==> config.mk <==
export PLATFORM = sky130hd
export DESIGN_NAME = param_universal_shiftregister
export DESIGN_NICKNAME = d
export VERILOG_FILES = /design/src/rtl/param_universal_shiftregister.sv
export SDC_FILE = /design/constraint.sdc
export NUM_CORES = 1
export LEC_CHECK = 0
export ABC_CLOCK_PERIOD_IN_PS = 6050
export BUFFER_PORTS_ARGS = -buffer_cell sky130_fd_sc_hd__buf_2
export CELL_PAD_IN_SITES_DETAIL_PLACEMENT = 0
export CELL_PAD_IN_SITES_GLOBAL_PLACEMENT = 1
export CORE_UTILIZATION = 40
export CTS_BUF_LIST = sky130_fd_sc_hd__clkbuf_8 sky130_fd_sc_hd__clkbuf_16
export CTS_CLUSTER_DIAMETER = 150
export DETAILED_ROUTE_END_ITERATION = 10
export GPL_TIMING_DRIVEN = 0
export PLACE_DENSITY_LB_ADDON = 0.1
export SYNTH_ARGS = -nofsm -noshare
export SYNTH_HDL_FRONTEND = slang
export SYNTH_SLANG_ARGS = --single-unit
export TNS_END_PERCENT = 20
==> constraint.sdc <==
create_clock -name clk -period 6.05 [get_ports clk]
set_input_delay 0 -clock clk [delete_from_list [all_inputs] [get_ports clk]]
set_output_delay 0 -clock clk [all_outputs]
set_load 0.01 [all_outputs]
==> src/rtl/param_universal_shiftregister.sv <==
`default_nettype none
// ============================================================================
// Module   : param_universal_shiftregister
// Brief    : WIDTH-bit universal shift register (hold/shift/load/rotate/ASR)
//            with multi-step burst shifts under busy/done control.
// Revision : 1.0
// ============================================================================
module param_universal_shiftregister #(
  parameter int WIDTH = 8,
  parameter int AMT_W = 4
) (
  input  logic             clk,
  input  logic             sync_reset,
  input  logic [WIDTH-1:0] in,
  input  logic [2:0]       sel,
  input  logic             rightshift,
  input  logic             leftshift,
  input  logic             start,
  input  logic [AMT_W-1:0] amount,
  output logic [WIDTH-1:0] out,
  output logic             so_right,
  output logic             so_left,
  output logic             busy,
  output logic             done
);

  localparam logic [2:0] c_OP_HOLD = 3'b000;
  localparam logic [2:0] c_OP_SHR  = 3'b001;
  localparam logic [2:0] c_OP_SHL  = 3'b010;
  localparam logic [2:0] c_OP_LOAD = 3'b011;
  localparam logic [2:0] c_OP_ROTR = 3'b100;
  localparam logic [2:0] c_OP_ROTL = 3'b101;
  localparam logic [2:0] c_OP_ASR  = 3'b110;

  localparam logic [AMT_W-1:0] c_AMT_ONE  = AMT_W'(1);
  localparam logic [AMT_W-1:0] c_AMT_ZERO = '0;

  logic [WIDTH-1:0] out_q, out_d;
  logic [AMT_W-1:0] rem_q, rem_d;
  logic [2:0]       op_q,  op_d;
  logic             done_q, done_d;

  function automatic logic [WIDTH-1:0] f_apply(
    input logic [2:0]       op,
    input logic [WIDTH-1:0] v,
    input logic             rs,
    input logic             ls,
    input logic [WIDTH-1:0] din
  );
    logic [WIDTH-1:0] r;
    r = v;
    case (op)
      c_OP_SHR:  r = {rs, v[WIDTH-1:1]};
      c_OP_SHL:  r = {v[WIDTH-2:0], ls};
      c_OP_LOAD: r = din;
      c_OP_ROTR: r = {v[0], v[WIDTH-1:1]};
      c_OP_ROTL: r = {v[WIDTH-2:0], v[WIDTH-1]};
      c_OP_ASR:  r = {v[WIDTH-1], v[WIDTH-1:1]};
      default:   r = v;
    endcase
    return r;
  endfunction

  // Only the movement ops can be repeated as a burst; hold/load/reserved ignore start.
  function automatic logic f_is_burst_op(input logic [2:0] op);
    return (op == c_OP_SHR) || (op == c_OP_SHL) || (op == c_OP_ROTR) ||
           (op == c_OP_ROTL) || (op == c_OP_ASR);
  endfunction

  logic w_busy;
  assign w_busy = (rem_q != c_AMT_ZERO);

  always_comb begin
    out_d  = out_q;
    rem_d  = rem_q;
    op_d   = op_q;
    done_d = 1'b0;
    if (w_busy) begin
      out_d  = f_apply(op_q, out_q, rightshift, leftshift, in);
      rem_d  = rem_q - c_AMT_ONE;
      done_d = (rem_q == c_AMT_ONE);
    end else if (start && f_is_burst_op(sel)) begin
      op_d   = sel;
      done_d = (amount <= c_AMT_ONE);
      if (amount != c_AMT_ZERO) begin
        out_d = f_apply(sel, out_q, rightshift, leftshift, in);
        rem_d = amount - c_AMT_ONE;
      end
    end else begin
      out_d = f_apply(sel, out_q, rightshift, leftshift, in);
    end
  end

  always_ff @(posedge clk) begin
    if (sync_reset) begin
      out_q  <= '0;
      rem_q  <= '0;
      op_q   <= c_OP_HOLD;
      done_q <= 1'b0;
    end else begin
      out_q  <= out_d;
      rem_q  <= rem_d;
      op_q   <= op_d;
      done_q <= done_d;
    end
  end

  assign out      = out_q;
  assign so_right = out_q[0];
  assign so_left  = out_q[WIDTH-1];
  assign busy     = w_busy;
  assign done     = done_q;

endmodule
`default_nettype wire
* Yosys cells after proc, flatten, opt, wreduce, memory -nomap -nowiden *
Index checks and enable logic that the tools add are counted.

operators by class
  bitwise operators = 1
  $lt $le $gt $ge = 1
  equal/unequal tests = 17
  add/subtract/negate cells = 2
  reduce and logical (&&, ||, !) cells = 13
  muxes and demuxes = 10

operators by type and width
  operator               count
  $pmux W8 S6            2
  $mux W8                3
  $eq A3 B3 Y1 const B   6
  $eq A3 B2 Y1 const B   4
  $mux W4                3
  $reduce_bool A4 Y1     2
  $sub A4 B1 Y4 const B  2
  $ne A7 B1 Y1 const B   1
  $eq A3 B1 Y1 const B   2
  $ne A6 B1 Y1 const B   1
  $reduce_and A2 Y1      3
  $eq A4 B1 Y1 const B   1
  $le A4 B1 Y1 const B   1
  $logic_or A1 B1 Y1     4
  $reduce_bool A2 Y1     2
  $ne A3 B2 Y1 const B   1
  $reduce_and A3 Y1      1
  $mux W1                2
  $ne A2 B2 Y1 const B   1
  $logic_and A1 B1 Y1    1
  $not A1 Y1             1

storage, ports and cells
  word-level logic and storage cells = 49
  bits in registers = 16
  output and inout port bits = 12

* Longest topological paths before layout *
Gate-level depths: netlist (run 1).

  depth in word-level cells = 8
  gate-level depth with buffers = 8

* Least setup slack after synthesis (run 1) *
No wires, ideal clock.

  kind = register -> register
  from = register rem_q[0]
  to = register out_q[4] (netlist: out[4])
  required time = 5.919 ns
  path buffers = 1
  arrival = 1.917 ns
  setup slack = 4.002 ns
  setup time = 0.131 ns
  clock period less this slack = 2.048 ns
  cell stages (with the launch flop) = 9
  path through = dfxtp_1 > inv_1 > ha_1 > nor3b_4 > inv_2 > a2111oi_4 > or2_1 > buf_4 > a311oi_1

on the way
  longest elaborated chain between the ends = 3
  elaborated cells between the ends (all ways) = 5

ends and longest elaborated chain
  element                                                               line  source
  start: declaration                                                    39    logic [AMT_W-1:0] rem_q, rem_d;
  start signal: assignment                                              102   rem_q <= rem_d;
  $reduce_bool A4 Y1 (*)                                                71    assign w_busy = (rem_q != c_AMT_ZERO);
  $ne A7 B1 Y1 (no source line) / $ne A3 B2 Y1 (equally long branches)  --
  $reduce_and A2 Y1 (no source line)                                    --
  end signal: assignment                                                101   out_q <= out_d;
  end: declaration                                                      38    logic [WIDTH-1:0] out_q, out_d;

Mark *: on every way between the ends. The rest lies on a longest branch, timed or not.
A chain may end at the register's enable or synchronous reset.

* Worst setup path in the final report (run 1) *
  from = register rem_q[0]
  to = register out_q[6] (netlist: out[6])

Same word-level chain as after synthesis.

==> results of run 1 <==
worst paths after layout:
path | start | to | slack [ps] | cells past startpoint
worst max-delay path | rem_q[0] | out[6] | 3460 | 8
worst min-delay path | sync_reset | out[4] | 20 | 2
worst min register to register | rem_q[0] | rem_q[0] | 540 | 1
worst max register to register | rem_q[0] | out[6] | 3460 | 8
cell families (layout without fill, tap and decap cells):
family | count (synthesis) | after routing
AOI/OAI and AO/OA | 64 | 64
xor gates and xnor gates | 2 | 2
adders and majority gates | 4 | 4
buffers and inverters | 25 | 59
DFF | 16 | 16
muxes | 6 | 6
and+or+nand+nor | 73 | 73
metal layers:
metal / vias to the layer above / GRT usage / part of all wire
met3: 8 / 0.0347 / 0.072
met2: 68 / 0.414 / 0.46
met5: - / 0 / 0
met1: 774 / 0.354 / 0.46
met4: 0 / 0.0698 / 0.015
li1: 807 / - / -
worst reg2reg max path: cells and delay by family, from the launching register on:
family / cells / cell delay (ps)
AOI/OAI and AO/OA: 2 / 720
adders and majority gates: 1 / 260
DFF: 1 / 350
and+or+nand+nor: 2 / 700
buffers and inverters: 3 / 410
per-stage QoR:
| stage | total power [W] | worst slack, ps | area, sq um | cells | hold slack (ps) |
|---|---|---|---|---|---|
| after global routing | 0.000874 | 3190 | 1740 | 270 | 32.1 |
| after detailed placement | 0.000687 | 3510 | 1690 | 266 | 284 |
| final | 0.000793 | 3460 | 1740 | 270 | 16.6 |
| after global placement | 0.000675 | 3520 | 1690 | 266 | 286 |
| after CTS | 0.000791 | 3480 | 1740 | 270 | 14.4 |
| after floorplan | 0.000548 | 4000 | 1480 | 190 | 72.1 |
power by group:
group / internal, W / switching [W]
registers: 0.000141 / 0.0000507
clock network: 0.0000579 / 0.0000421
logic: 0.000225 / 0.000276
synthesized netlist by cell type (2+ instances only):
cell type	instances	share of area
dfxtp_1	16	0.22
nor3_1	16	0.054
a21oi_1	14	0.047
o21ai_0	13	0.044
nand3_1	10	0.034
clkbuf_1	9	0.023
inv_1	8	0.020
nand2b_1	8	0.034
a211oi_1	7	0.036
a311oi_1	7	0.041
a32o_1	6	0.041
and4b_1	5	0.034
mux2i_1	5	0.034
nand2_1	5	0.013
nor2_1	5	0.013
ha_1	4	0.034
nor2b_1	4	0.017
and3_1	3	0.013
and3b_1	3	0.018
buf_4	3	0.015
nor3b_1	3	0.015
a31oi_1	2	0.0085
buf_1	2	0.0051
buf_2	2	0.0068
nand3b_1	2	0.010
o221ai_1	2	0.012
flip-flops by register name, indices dropped and copies added, names as in the netlist:
register,cells
rem_q,4
op_q,3
out,8
done,1
final cells by class:
cell class	count	area, sq um
well taps	46	57.6
plain buffers	16	73.8
repair buffers	30	150
inverters	9	33.8
fillers	353	1700
multi-input cells	149	1050
flip-flops and latches	16	320
clock buffers	4	55.1
==> results by group, run 1 <==
Worst setup path
  • Worst path arrival time: about 2700 ps
  • Worst Setup Start Kind: flop
  • Data required time of the critical path: roughly 6200 ps
  • CP max stage delay: about 640 ps
  • Class of the most critical setup path: flop to flop
  • Worst-path cell chain: inv_1, ha_1, nor3b_4, inv_2, a2111oi_4, or2_1, buf_4, a211oi_1
  • Critical Path End Type: flop
  • Worst-path fanout max: 10
  • Slowest-stage cell, CP: a2111oi_4
  • Worst path bufs/invs: 3
  • Crit-path leading delay family: compound AO/OA/AOI/OAI gates

Final layout
  • Final core occ: 0.506
  • Share of cells above drive strength 1: 0.201
  • N_diodes: 0
  • Commonest non-fill, non-tap cells in the layout: buf_2, nor3_1, dfxtp_1
  • Commonest non-fill, non-tap cell in the layout: buf_2
  • Nets: between 200 and 250
  • Synthesis-to-finish area growth: 17.8%

GRT
  • Initial antenna violation count: 0
  • Largest net degree at the start of global routing: 11
  • GRT Resource Usage Total: 0.257
  • Vias in the first global route: between 1500 and 2000
  • First-pass GRT wire length: slightly below 8000 um
  • Grt total ovfl: 0

Clock tree
  • Post-CTS Setup Inserts: 0
  • Clock-pin slew on the worst setup and hold paths: 70 ps
  • Skew-Pair Late Insertion Delay: approximately 250 ps
  • Post-CTS Resized: 0
  • CTS root buf: clkbuf_8
  • H-tree depth: 1
  • Clock sinks: 16
  • CTS Buf Count: 3
  • CTS tree: built
  • Clk buf depth: 2
  • CTS Hold Bufs: 0

Status
  • Outcome: completed

Route
  • Via/cell ratio: 6.14
  • Initial drt markers: about 130
  • DR WL/cell: about 17 um
  • Initial DRT Pass Iterations: 4
  • Post-route ant nets: 0
  • Via count: roughly 1700
  • Final WL: 4610 um
  • DRC viols: 0

Run
  • Max-cap violation count: 0

STA
  • Final setup skew: approximately 3.2 ps
  • Fmax: 0.387 GHz
  • Min cycle time layout: between 2000 and 3000 ps
  • RSZ-0062 raised after global routing: false
  • Max-Slew Margin vs Limit: 0.300
  • Final Hold Vio Count: 0
  • Least-Margin Pin Slew: 1040 ps
  • Tcrit/Tclk final: 0.428
  • Setup TNS: 0 ps
  • Endpoints failing setup: 0
  • Final Max Tran Viols: 0

Floorplan
  • Core ar.: ~3400 sq um
  • Row Count: 21
  • Top-level I/O count: 32
  • Die Height: between 60 and 70 um
  • Die area: ~3900 sq um
  • Initial Utilization: 0.430
  • Chip width: 62.8 um

Synthesis
  • Synth unique cells: 52
  • Post-synthesis sequential area ratio: 0.216
  • Synth Instances: 190
  • Post-synthesis async set-or-reset flop share: 0
  • Post-Syn Nets: 214
  • Number of synthesized flops with an enable pin: 0
  • Synth warn: 0
  • Main combinational cell family by area after synthesis: compound AO/OA/AOI/OAI gates
  • Post-Synth Adder-Cell Area: 0.0338
  • Post-synthesis mux area share: 0.0414
  • Post-Syn Area: around 1500 sq um
  • Simple-Gate Fraction of Synth Area: 0.306
  • Seq cells post-synth: 16
  • Ys flop type: dfxtp_1
  • Post-Syn Area per Cell: around 7.8 sq um
  • Synth Area in Compound Gates: 0.318
  • Post-Synth XOR/XNOR Area: 0.0118

Pwr
  • Max VDD drop: around 0.00019 V
  • Lkg Pwr: slightly below 0.7 nW
  • Pwr per Cell Area: approximately 450 nW/um^2

Hold path
  • Hold Path Class: input port to flop

Place
  • PortBufs: 30
  • Routability cong.: ~0.88
  • Post-DP HPWL: ~3500 um
Power figures use the tool's default switching activity.
==> run 2, diff against run 1 <==
--- a/config.mk
+++ b/config.mk
@@ -5,11 +5,11 @@
 export SDC_FILE = /design/constraint.sdc
 export NUM_CORES = 1
 export LEC_CHECK = 0
-export ABC_CLOCK_PERIOD_IN_PS = 6050
+export ABC_CLOCK_PERIOD_IN_PS = 2600
 export BUFFER_PORTS_ARGS = -buffer_cell sky130_fd_sc_hd__buf_2
 export CELL_PAD_IN_SITES_DETAIL_PLACEMENT = 0
 export CELL_PAD_IN_SITES_GLOBAL_PLACEMENT = 1
-export CORE_UTILIZATION = 40
+export CORE_UTILIZATION = 39
 export CTS_BUF_LIST = sky130_fd_sc_hd__clkbuf_8 sky130_fd_sc_hd__clkbuf_16
 export CTS_CLUSTER_DIAMETER = 150
 export DETAILED_ROUTE_END_ITERATION = 10
==> constraint.sdc (replaced) <==
create_clock -name clk -period 2.6 [get_ports clk]
set_input_delay 0 -clock clk [delete_from_list [all_inputs] [get_ports clk]]
set_output_delay 0 -clock clk [all_outputs]
set_load 0.01 [all_outputs]
==> run 2 against run 1 <==
Compared with the run above:
- global-route usage is 0.28 points lower
- critical path depth is 1 lower
- non-clock buffer count is 4 higher
- largest power group unchanged
- cell area is 1.9% higher
- combinational power is 140% higher
- setup slack worse by 3300 ps
- critical endpoint is now out[2]
- hold slack better by 28 ps
- sequential share of layout area is 0.34 points lower
- clock power is 140% higher
- core utilization is 2.1 points lower
- clock-buffer cell count stayed put
- largest cell class unchanged
==> results by group, run 2 (synthesis gave the netlist of run 1 again) <==
Clock tree
  • Clock-pin slew on the worst setup and hold paths: approximately 70 ps
  • Clock sinks: 16
  • Clk buf depth: 2
  • Skew-Pair Late Insertion Delay: approximately 260 ps
  • CTS root buf: clkbuf_8
  • H-tree depth: 1
  • CTS Buf Count: 3
  • CTS tree: built

Place
  • Post-DP HPWL: roughly 3600 um
  • PortBufs: 30
  • Routability cong.: 0.849
  • Placed Cells incl. Taps: roughly 270
  • Placement Cell Area: 1690 sq um

Route
  • Top routing layer in use: met4
  • DR WL/cell: approximately 18 um
  • Metal1 wirelength: between 2000 and 2500 um
  • Post-route ant nets: 0
  • Final WL: 4960 um
  • Via/cell ratio: 6.22
  • Initial drt markers: 96
  • DRC viols: 0
  • Routed wl met3: between 200 and 300 um
  • Via count: 1718
  • WL met2: around 2600 um
  • Initial DRT Pass Iterations: 5

Final layout
  • Filler instances: 398
  • Commonest non-fill, non-tap cells in the layout: buf_2, nor3_1, dfxtp_1
  • Design Area, Final: between 1500 and 2000 sq um
  • Layout Cells excl Fill: approximately 280
  • Commonest non-fill, non-tap cell in the layout: buf_2
  • Synthesis-to-finish area growth: 19.9%
  • Max reg flops: 8
  • N_diodes: 0
  • Share of cells above drive strength 1: 0.215
  • Register area: approximately 320 sq um
  • Nets: between 200 and 300
  • Final core occ: 0.485
  • Area occupied by multi-input gates: between 1000 and 1500 sq um

STA
  • Min cycle time layout: 2460 ps
  • Final Hold Vio Count: 0
  • Final Max Tran Viols: 0
  • Worst hold margin: 44.5 ps
  • Least-Margin Pin Slew: 1060 ps
  • Fmax: ~0.4 GHz
  • Max-Slew Margin vs Limit: 0.288
  • Tcrit/Tclk final: 0.946
  • RSZ-0062 raised after global routing: false
  • Final setup skew: 4.14 ps
  • Endpoints failing setup: 0
  • Setup TNS: 0 ps

Status
  • Outcome: completed

Pwr
  • Pwr per Cell Area: about 1100 nW/um^2
  • Lkg Pwr: 0.704 nW
  • Max VDD drop: approximately 0.00053 V

Worst setup path
  • Worst path arrival time: between 2000 and 3000 ps
  • Worst-path cell chain: inv_1, ha_1, nor3b_4, nor3_1, or2_1, buf_4, a211oi_1
  • Worst-path fanout max: 8
  • Data required time of the critical path: around 2700 ps
  • Slowest-stage cell, CP: nor3_1
  • Reg2reg path depth: 7
  • Worst R2R Start: rem_q[0]
  • Critical Path End Type: flop
  • RR Endpoint: out[2]
  • Class of the most critical setup path: flop to flop
  • Reg2reg setup slack: between 100 and 150 ps
  • Worst Setup Start Kind: flop
  • CP max stage delay: between 800 and 900 ps

Floorplan
  • Top-level I/O count: 32
  • Die Height: 63.6 um
  • Core ar.: 3660 sq um
  • Chip width: between 60 and 70 um
  • Initial Utilization: 0.404
  • Die area: 4050 sq um
  • Row Count: 22

Hold path
  • WHS Endpoint: out[0]
  • Hold Path Class: input port to flop
  • Worst Hold Depth: 2
  • Min-delay src: sync_reset

GRT
  • Grt total ovfl: 0
  • GRT Resource Usage Total: 0.254
  • Vias in the first global route: ~1700
  • Initial antenna violation count: 0
  • Largest net degree at the start of global routing: 11
  • First-pass GRT wire length: around 7900 um

Run
  • Max-cap violation count: 0
==> run 2: worst max-delay path: cells and delay by family (launching register included) <==
kind / cells / cell delay [ps]
flops: 1 / 400
compound gates: 1 / 90
simple gates: 3 / 1270
fa+ha+maj: 1 / 280
buf+inv: 2 / 270
==> run 2: worst max-delay path by stage <==
stage | start | to | depth (start not counted)
2_1_floorplan | rem_q[0] | out[4] | 8
3_3_place_gp | rem_q[0] | out[4] | 8
3_5_place_dp | rem_q[0] | out[2] | 8
4_1_cts | rem_q[0] | out[2] | 7
5_1_grt | rem_q[0] | out[2] | 7
6_report | rem_q[0] | out[2] | 7
==> run 2: power by group <==
part	switching, W	total, W	internal [W]
registers	0.000118	0.000448	0.000329
clock network	0.000102	0.000237	0.000135
logic	0.000655	0.00122	0.000570
total	0.000875	0.00191	0.00103
==> run 2: per-stage QoR <==
step	power (W)	setup slack, ps
after floorplan	0.00128	552
after global placement	0.00157	-8.88
after detailed placement	0.00161	-57.9
after CTS	0.00186	123
after global routing	0.00204	36.2
final	0.00191	140
==> run 2: layout make-up <==
| type | count | share of cell area |
|---|---|---|
| inverters | 9 | 0.0190 |
| flip-flops and latches | 16 | 0.180 |
| repair buffers | 34 | 0.101 |
| multi-input cells | 149 | 0.593 |
| well taps | 48 | 0.0338 |
| clock buffers | 4 | 0.0310 |
| plain buffers | 16 | 0.0416 |
==> run 2: repair_timing <==
action                     in CTS  in global routing
resized for setup               0                  0
pin swaps                       1                  0
hold buffers                    0                  0
setup endpoints to repair       7                  8
buffers inserted                2                  2
gates cloned                    0                  0
==> run 2: layer usage <==
metal / GRT usage / up-vias
met2: 0.457 / 67
met3: 0.0290 / 10
met4: 0.139 / 0
li1: - / 820
met1: 0.286 / 821
met5: 0 / -
